<file path="src/rtl/spi_master_xfer.sv">
// Mode-0 SPI master: framed 1..MAX_BYTES byte transfer, MSB first.
// /CS held low across the frame; MISO bytes returned left-aligned.
module spi_master_xfer #(
  parameter int CLK_DIV   = 4,
  parameter int MAX_BYTES = 3,
  parameter int CS_SETUP  = 4,
  parameter int BYTE_GAP  = 8,
  parameter int CS_HOLD   = 4,
  localparam int FW       = 8 * MAX_BYTES
) (
  input  logic          sysClk,
  input  logic          reset,
  input  logic          start,
  input  logic [1:0]    num_bytes,
  input  logic [FW-1:0] tx_frame,
  output logic          busy,
  output logic          done,
  output logic [FW-1:0] rx_frame,
  output logic          spiClk,
  output logic          cs,
  output logic          mosi,
  input  logic          miso
);

  localparam int CW = 8;

  typedef enum logic [2:0] {
    S_IDLE,
    S_SETUP,
    S_LOW,
    S_HIGH,
    S_GAP,
    S_HOLD
  } state_t;

  state_t        state_q, state_d;
  logic [CW-1:0] cnt_q, cnt_d;
  logic [1:0]    byte_q, byte_d;
  logic [2:0]    bit_q, bit_d;
  logic [1:0]    n_q, n_d;
  logic [FW-1:0] tx_q, tx_d;
  logic [FW-1:0] rx_sh_q, rx_sh_d;
  logic [FW-1:0] rx_frame_q, rx_frame_d;
  logic          cs_q, cs_d;
  logic          sclk_q, sclk_d;
  logic          mosi_q, mosi_d;
  logic          busy_q, busy_d;
  logic          done_q, done_d;

  logic          legal;
  logic [FW-1:0] rx_align;

  assign legal = (num_bytes != 2'd0) &&
                 (int'(num_bytes) <= MAX_BYTES);

  // Short frames fill only the low bytes of the shifter.
  assign rx_align = rx_sh_q << (8 * (MAX_BYTES - int'(n_q)));

  always_ff @(posedge sysClk or posedge reset) begin
    if (reset) begin
      state_q    <= S_IDLE;
      cnt_q      <= '0;
      byte_q     <= '0;
      bit_q      <= '0;
      n_q        <= '0;
      tx_q       <= '0;
      rx_sh_q    <= '0;
      rx_frame_q <= '0;
      cs_q       <= 1'b1;
      sclk_q     <= 1'b0;
      mosi_q     <= 1'b0;
      busy_q     <= 1'b0;
      done_q     <= 1'b0;
    end else begin
      state_q    <= state_d;
      cnt_q      <= cnt_d;
      byte_q     <= byte_d;
      bit_q      <= bit_d;
      n_q        <= n_d;
      tx_q       <= tx_d;
      rx_sh_q    <= rx_sh_d;
      rx_frame_q <= rx_frame_d;
      cs_q       <= cs_d;
      sclk_q     <= sclk_d;
      mosi_q     <= mosi_d;
      busy_q     <= busy_d;
      done_q     <= done_d;
    end
  end

  always_comb begin
    state_d    = state_q;
    cnt_d      = cnt_q;
    byte_d     = byte_q;
    bit_d      = bit_q;
    n_d        = n_q;
    tx_d       = tx_q;
    rx_sh_d    = rx_sh_q;
    rx_frame_d = rx_frame_q;
    cs_d       = cs_q;
    sclk_d     = sclk_q;
    mosi_d     = mosi_q;
    busy_d     = busy_q;
    done_d     = 1'b0;

    unique case (state_q)
      S_IDLE: begin
        // First IDLE cycle after HOLD is the done cycle; busy drops after it.
        busy_d = 1'b0;
        if (start && !busy_q && legal) begin
          n_d     = num_bytes;
          tx_d    = tx_frame;
          rx_sh_d = '0;
          byte_d  = '0;
          bit_d   = 3'd7;
          cnt_d   = '0;
          cs_d    = 1'b0;
          mosi_d  = tx_frame[FW-1];
          busy_d  = 1'b1;
          state_d = S_SETUP;
        end
      end

      S_SETUP: begin
        if (cnt_q == CW'(CS_SETUP - 1)) begin
          cnt_d   = '0;
          state_d = S_LOW;
        end else begin
          cnt_d = cnt_q + 1'b1;
        end
      end

      S_LOW: begin
        if (cnt_q == CW'(CLK_DIV - 1)) begin
          cnt_d   = '0;
          sclk_d  = 1'b1;
          rx_sh_d = {rx_sh_q[FW-2:0], miso};
          state_d = S_HIGH;
        end else begin
          cnt_d = cnt_q + 1'b1;
        end
      end

      S_HIGH: begin
        if (cnt_q == CW'(CLK_DIV - 1)) begin
          cnt_d  = '0;
          sclk_d = 1'b0;
          if (bit_q != 3'd0) begin
            bit_d   = bit_q - 1'b1;
            tx_d    = tx_q << 1;
            mosi_d  = tx_q[FW-2];
            state_d = S_LOW;
          end else if (byte_q != n_q - 2'd1) begin
            byte_d  = byte_q + 1'b1;
            bit_d   = 3'd7;
            tx_d    = tx_q << 1;
            mosi_d  = tx_q[FW-2];
            state_d = S_GAP;
          end else begin
            state_d = S_HOLD;
          end
        end else begin
          cnt_d = cnt_q + 1'b1;
        end
      end

      S_GAP: begin
        if (cnt_q == CW'(BYTE_GAP - 1)) begin
          cnt_d   = '0;
          state_d = S_LOW;
        end else begin
          cnt_d = cnt_q + 1'b1;
        end
      end

      S_HOLD: begin
        if (cnt_q == CW'(CS_HOLD - 1)) begin
          cnt_d      = '0;
          cs_d       = 1'b1;
          done_d     = 1'b1;
          rx_frame_d = rx_align;
          state_d    = S_IDLE;
        end else begin
          cnt_d = cnt_q + 1'b1;
        end
      end

      default: state_d = S_IDLE;
    endcase
  end

  assign busy     = busy_q;
  assign done     = done_q;
  assign rx_frame = rx_frame_q;
  assign spiClk   = sclk_q;
  assign cs       = cs_q;
  assign mosi     = mosi_q;

endmodule

</file>
<file path="config.mk">
export PLATFORM = sky130hd
export DESIGN_NAME = spi_master_xfer
export DESIGN_NICKNAME = d
export VERILOG_FILES = /design/src/rtl/spi_master_xfer.sv
export SDC_FILE = /design/constraint.sdc
export NUM_CORES = 1
export LEC_CHECK = 0
export ABC_AREA = 1
export BUFFER_PORTS_ARGS = -buffer_cell sky130_fd_sc_hd__buf_2
export CAP_MARGIN = 20
export CORE_MARGIN = 4
export CORE_UTILIZATION = 50
export CTS_CLUSTER_DIAMETER = 120
export DETAILED_ROUTE_END_ITERATION = 6
export GPL_ROUTABILITY_DRIVEN = 0
export PLACE_DENSITY = 0.74
export SKIP_LAST_GASP = 1
export SLEW_MARGIN = 20
export SYNTH_ARGS = -nofsm -noshare
export SYNTH_HDL_FRONTEND = slang
export SYNTH_SLANG_ARGS = --single-unit
</file>
<file path="constraint.sdc">
create_clock -name sysClk -period 5.9 [get_ports sysClk]
set_input_delay 0 -clock sysClk [delete_from_list [all_inputs] [get_ports sysClk]]
set_output_delay 0 -clock sysClk [all_outputs]
set_load 0.05 [all_outputs]
</file>
==> results of run 1 <==
cells in the final DEF, fill, tap and decap left out, drive strengths merged:
| cell | n |
|---|---|
| nand4 | 4 |
| inv | 58 |
| clkinv | 2 |
| dlygate4sd3 | 28 |
| clkbuf | 10 |
| dfstp | 1 |
| nand2 | 256 |
| o21a | 1 |
| xor2 | 3 |
| dfrtp | 93 |
| xnor2 | 1 |
| nor3 | 1 |
| o211ai | 2 |
| o21bai | 1 |
| o21ai | 59 |
| nor2 | 25 |
| a21oi | 16 |
| o31ai | 13 |
| nand3 | 47 |
| ha | 3 |
| clkinvlp | 2 |
| buf | 59 |
| o221ai | 2 |
Yosys cell counts (all sizes together):
library cell  count  area [um2]
dfstp             1        26.3
inv              55         209
nor2             25         153
o221ai            2        17.5
ha                3        37.5
o211ai            2        20.0
o21ai            59         295
dfrtp            93        2330
xor2              3        26.3
buf              17         116
clkinv            1        3.75
nand2           256         986
o21bai            1        7.51
nand3            47         240
o31ai            13        97.6
a21oi            16        80.1
xnor2             1        8.76
clkbuf           10        37.5
o21a              1        7.51
nor3              1        10.0
nand4             4        25.0
layout make-up:
type	instances	area (um2)	share of cell area
clock buffer	10	128	0.0232
clock inverter	6	52.6	0.00956
multi-input combinational	434	2010	0.366
inverter	56	214	0.0389
sequential	94	2350	0.428
tap	129	161	0.0294
timing repair buffer	87	578	0.105
report_power, final:
group / internal, mW / switching (mW) / total [mW]
combinational: 0.296 / 0.710 / 1.01
clock: 0.161 / 0.246 / 0.407
sequential: 0.783 / 0.133 / 0.916
total: 1.24 / 1.09 / 2.33
what timing repair did:
item | 4_1_cts | 5_1_grt
setup buffers | 0 | 0
hold buffers | 28 | 0
setup endpoints to repair | 0 | 0
endpoints found under the hold margin | 56 | 0
flip-flops by register name (all words and copies together) (netlist names):
name	flops
cnt_q	8
bit_q	3
rx_sh_q	24
rx_frame	24
spiClk	1
mosi	1
byte_q	2
busy	1
n_q	2
state_q	3
cs	1
done	1
tx_q	23
cell families (layout without fill, tap and decap cells):
family / Yosys count / count (layout) / synth area share
AO/OA/AOI/OAI: 94 / 94 / 0.111
AND/OR/NAND/NOR: 333 / 333 / 0.299
adder cells (fa/ha/maj): 3 / 3 / 0.00793
buffers and inverters: 83 / 159 / 0.0775
XOR/XNOR: 4 / 4 / 0.00740
flip-flops: 94 / 94 / 0.497
metal layers:
| layer | vias to the layer above | global-route usage |
|---|---|---|
| li1 | 2083 | - |
| met1 | 1892 | 0.264 |
| met2 | 113 | 0.336 |
| met3 | 17 | 0.0288 |
| met4 | 0 | 0.0750 |
| met5 | - | 0 |
worst reg2reg max path: cells and delay by family (launching register included):
family        cells  cell delay (ps)
flops             1              920
simple gates      8             1370
buf+inv           1              290
worst min path at each step:
stage          start                       end  slack [ps]  depth (start not counted)
2_1_floorplan   miso    rx_sh_q[0]$_DFFE_PP0P_         150                          2
3_3_place_gp   reset  rx_frame[19]$_DFFE_PP0P_          40                          2
3_5_place_dp   reset  rx_frame[22]$_DFFE_PP0P_          40                          2
4_1_cts        start        n_q[1]$_DFFE_PP0P_         120                          5
5_1_grt        start        n_q[0]$_DFFE_PP0P_         200                          5
6_report       start        n_q[1]$_DFFE_PP0P_         130                          5
stage by stage:
step           cells  total power, mW  hold WS, ps  area [um2]  worst slack [ps]
2_1_floorplan    611             1.77          145        4730              3450
3_3_place_gp     772             1.88         38.7        5040              3410
3_5_place_dp     772             1.92         38.5        5040              3300
5_1_grt          816             2.52          204        5500              2960
6_report         816             2.33          126        5500              3210
4_1_cts          816             2.34          121        5500              3250
==> flow_metrics.py, run 1 <==
metrics = {
    "clock_network": {
        "h-tree-depth": 3,
        "clk_latency_ps": 370,
        "post_cts_resized": 0,
        "clk_pin_slew_worst_paths_ps": 110,
        "cts_tree": "built",
        "numCtsBuffers": 9,
        "cts_buffer_depth": 2,
        "cts-root-buf": "clkbuf_8",
        "cts_sinks": 94,
    },
    "finish": {
        "final_util": 0.595,
        "layout.nets": 715,
        "num_antenna_cells": 0,
        "flow.area_growth_from_synthesis_pct": 16.2,
        "drive_gt1_frac": 0.141,
        "fill_cells": 852,
    },
    "drt": {
        "wirelength_um": 10600,
        "wl_per_cell_um": 13.0,
        "drc_errors": 0,
        "vias": 4105,
        "via_per_inst": 5.03,
        "dr_wl_met3_um": 503,
        "wl_met2_um": 5160,
        "highest_layer": "met4",
        "detail-route-antenna-nets": 0,
        "drt_iter0_markers": 232,
        "wl_met1_um": 4750,
        "first_pass_iters": 5,
    },
    "floorplan": {
        "initial_core_util": 0.512,
        "rows": 35,
        "dieHeight_um": 105,
        "ios": 59,
        "core_mm2": 0.00924,
        "die_area_mm2": 0.0111,
        "dieWidth_um": 105,
    },
    "synth": {
        "ys_warn_count": 0,
        "yosysUniqueCellTypes": 34,
        "synth_fp_nets": 644,
        "yosysSeqAreaShare": 0.497,
        "synth_area_per_cell_um2": 7.74,
        "ys_ff_latch": 94,
        "syn_area_mm2": 0.00473,
        "syn-instance-count": 611,
    },
    "timing": {
        "fmax_ghz": 0.371,
        "min_period_over_period": 0.456,
        "fin_tns_setup_ps": 0,
        "fin_skew_ps": 18.6,
        "fin_crit_ps": 2690,
        "setup_viol": 0,
        "finalHoldViolCount": 0,
        "drv_slew": 0,
        "rsz0062_at_grt": "false",
        "tightest_slew_ps": 987,
        "relSlewSlack": 0.340,
    },
    "hold_path": {
        "worst_hold_path_type": "in2reg",
    },
    "global_routing": {
        "overflow": 0,
        "grt_use_total": 0.200,
        "grt_max_degree": 66,
        "grt_pass1_vias": 3890,
        "grt_pass1_wl_um": 18200,
        "antenna_found_initial": 0,
    },
    "setup_path": {
        "regToRegEndpoint": "tx_q[10]$_DFFE_PP0P_",
        "cp-endpoint": "tx_q[10]$_DFFE_PP0P_",
        "path_class": "reg2reg",
        "r2r_start": "n_q[0]$_DFFE_PP0P_",
        "crit_path_max_fanout": 29,
        "rrSetupSlack_ps": 3210,
        "cp-end-kind": "flop",
        "cp_top_family": "simple AND/OR/NAND/NOR gates",
        "crit_buf_inv": 1,
        "crit_path_frequent_cell": "nand2_1",
        "critPathLaunchType": "flop",
        "reg2reg_depth": 9,
        "crit_slowest_cell": "dfrtp_1",
        "slowest_delay_ps": 920,
        "path_cells": "inv_2 -> nand2_1 -> nand3_1 -> nand3_1 -> nand2_1 -> nand2_2 -> nand2_4 -> nand2_1 -> nand2_1",
        "cp.arrival_ps": 2940,
        "crit_cells": 9,
        "crit_required_ps": 6150,
        "crit_start": "n_q[0]$_DFFE_PP0P_",
    },
    "place": {
        "portBuffers": 58,
        "dp_hpwl_um": 7130,
    },
    "power": {
        "leakage_nw": 2.81,
        "powerDensity_mw_per_mm2": 423,
        "ir_drop_v": 0.000304,
    },
    "flow_run": {
        "cap_violations": 0,
    },
    "run_status": {
        "status": "finished clean",
    },
}
Power figures use the tool's default switching activity.
==> inputs of run 2 (changes only) <==
- clock period: 5.9 -> 2.7 ns (I/O delays scaled with it)
==> flow_metrics.py, run 2 (same netlist as run 1, synthesis figures left out) <==
metrics = {
    "setup_path": {
        "crit_slowest_cell": "dfrtp_1",
        "cp-end-kind": "flop",
        "critPathLaunchType": "flop",
        "cp.arrival_ps": 2380,
        "slowest_delay_ps": 450,
        "crit_path_max_fanout": 32,
        "crit_required_ps": 3000,
        "rrSetupSlack_ps": 610,
        "crit_start": "state_q[2]$_DFFE_PP0P_",
        "path_cells": "inv_2 -> nand2_2 -> nor2_8 -> inv_4 -> nor2_4 -> nor2_8 -> nand2_4 -> nand2_1 -> nand2_1",
        "path_class": "reg2reg",
        "r2r_start": "state_q[2]$_DFFE_PP0P_",
        "reg2reg_depth": 9,
        "regToRegEndpoint": "mosi$_DFFE_PP0P_",
        "cp_top_family": "simple AND/OR/NAND/NOR gates",
        "cp-endpoint": "mosi$_DFFE_PP0P_",
        "crit_cells": 9,
        "crit_buf_inv": 2,
    },
    "finish": {
        "layout.nets": 721,
        "num_antenna_cells": 0,
        "final_util": 0.604,
        "fill_cells": 842,
        "flow.area_growth_from_synthesis_pct": 18.0,
        "layout_commonest_cell": "nand2_1",
        "drive_gt1_frac": 0.150,
        "final_cell_mix": "nand2_1 (250), dfrtp_1 (93), buf_2 (58)",
    },
    "floorplan": {
        "ios": 59,
        "rows": 35,
        "core_mm2": 0.00924,
        "dieWidth_um": 105,
        "die_area_mm2": 0.0111,
        "initial_core_util": 0.512,
        "dieHeight_um": 105,
    },
    "clock_network": {
        "cts_tree": "built",
        "post_cts_resized": 0,
        "clk_pin_slew_worst_paths_ps": 100,
        "cts-root-buf": "clkbuf_8",
        "h-tree-depth": 3,
        "cts_sinks": 94,
        "clk_latency_ps": 370,
        "cts_buffer_depth": 2,
        "numCtsBuffers": 9,
    },
    "drt": {
        "vias": 4221,
        "wl_per_cell_um": 12.9,
        "detail-route-antenna-nets": 0,
        "via_per_inst": 5.14,
        "drt_iter0_markers": 259,
        "wirelength_um": 10600,
        "first_pass_iters": 5,
        "drc_errors": 0,
    },
    "global_routing": {
        "use_met2": 0.337,
        "grt_pass1_wl_um": 18300,
        "grt_use_total": 0.199,
        "grt_pass1_vias": 4060,
        "busiest_layer": "met2",
        "use_met1": 0.255,
        "antenna_found_initial": 0,
        "overflow": 0,
        "met3_usage": 0.0392,
        "grt_max_degree": 71,
    },
    "place": {
        "dp_hpwl_um": 7120,
        "portBuffers": 58,
    },
    "hold_path": {
        "hold_depth": 5,
        "worst_hold_path_type": "in2reg",
    },
    "timing": {
        "rsz0062_at_grt": "false",
        "fin_skew_ps": 13.7,
        "drv_slew": 0,
        "fin_tns_setup_ps": 0,
        "fmax_ghz": 0.480,
        "fin_crit_ps": 2090,
        "min_period_over_period": 0.772,
        "tightest_slew_ps": 687,
        "setup_viol": 0,
        "finalHoldViolCount": 0,
        "relSlewSlack": 0.537,
    },
    "power": {
        "ir_drop_v": 0.000608,
        "leakage_nw": 2.87,
        "powerDensity_mw_per_mm2": 936,
    },
    "flow_run": {
        "cap_violations": 0,
    },
    "run_status": {
        "status": "finished clean",
    },
}
## run 2: worst min path at each step
stage          start                  endpoint
2_1_floorplan   miso    rx_sh_q[0]$_DFFE_PP0P_
3_3_place_gp   reset  rx_frame[19]$_DFFE_PP0P_
3_5_place_dp   reset  rx_frame[22]$_DFFE_PP0P_
4_1_cts        start        n_q[1]$_DFFE_PP0P_
5_1_grt        reset   rx_frame[6]$_DFFE_PP0P_
6_report       start        n_q[1]$_DFFE_PP0P_
## run 2: metrics by stage
stage / std cells / area (um2) / setup WS [ps] / total power [mW] / hold slack (ps)
floorplan: 611 / 4730 / 253 / 3.86 / 145
global placement: 778 / 5100 / 725 / 4.16 / 13.2
detailed placement: 778 / 5100 / 676 / 4.24 / 13.6
CTS: 822 / 5580 / 660 / 5.24 / 131
global route: 822 / 5580 / 448 / 5.69 / 197
finish: 822 / 5580 / 615 / 5.22 / 141
## run 2: layout make-up
class | instances | area, um2 | share of cell area
well taps | 129 | 161 | 0.0289
flip-flops and latches | 94 | 2350 | 0.422
multi-input cells | 434 | 2010 | 0.360
clock buffers | 9 | 124 | 0.0222
clock inverters | 7 | 81.3 | 0.0146
inverters | 56 | 214 | 0.0383
repair buffers | 93 | 636 | 0.114
## run 2: routing by layer
layer	vias up	wire, um
met5	-	0
met3	15	538
met4	0	150
met1	1994	4720
met2	114	5240
li1	2098	-
## run 2: worst min-delay path: stages
cell and delay (ps):
buf_2 110, nand2_1 60, a21oi_1 30, nand2_1 160, o21ai_0 100
## run 2: what timing repair did
action,CTS,global route
hold endpoints to repair,51,0
hold buffers,28,0
setup buffers,0,0
## run 2: report_power, final
part / internal (mW) / total (mW) / switching [mW]
Sequential: 1.71 / 1.92 / 0.210
Clock: 0.443 / 0.967 / 0.524
Combinational: 0.693 / 2.33 / 1.64
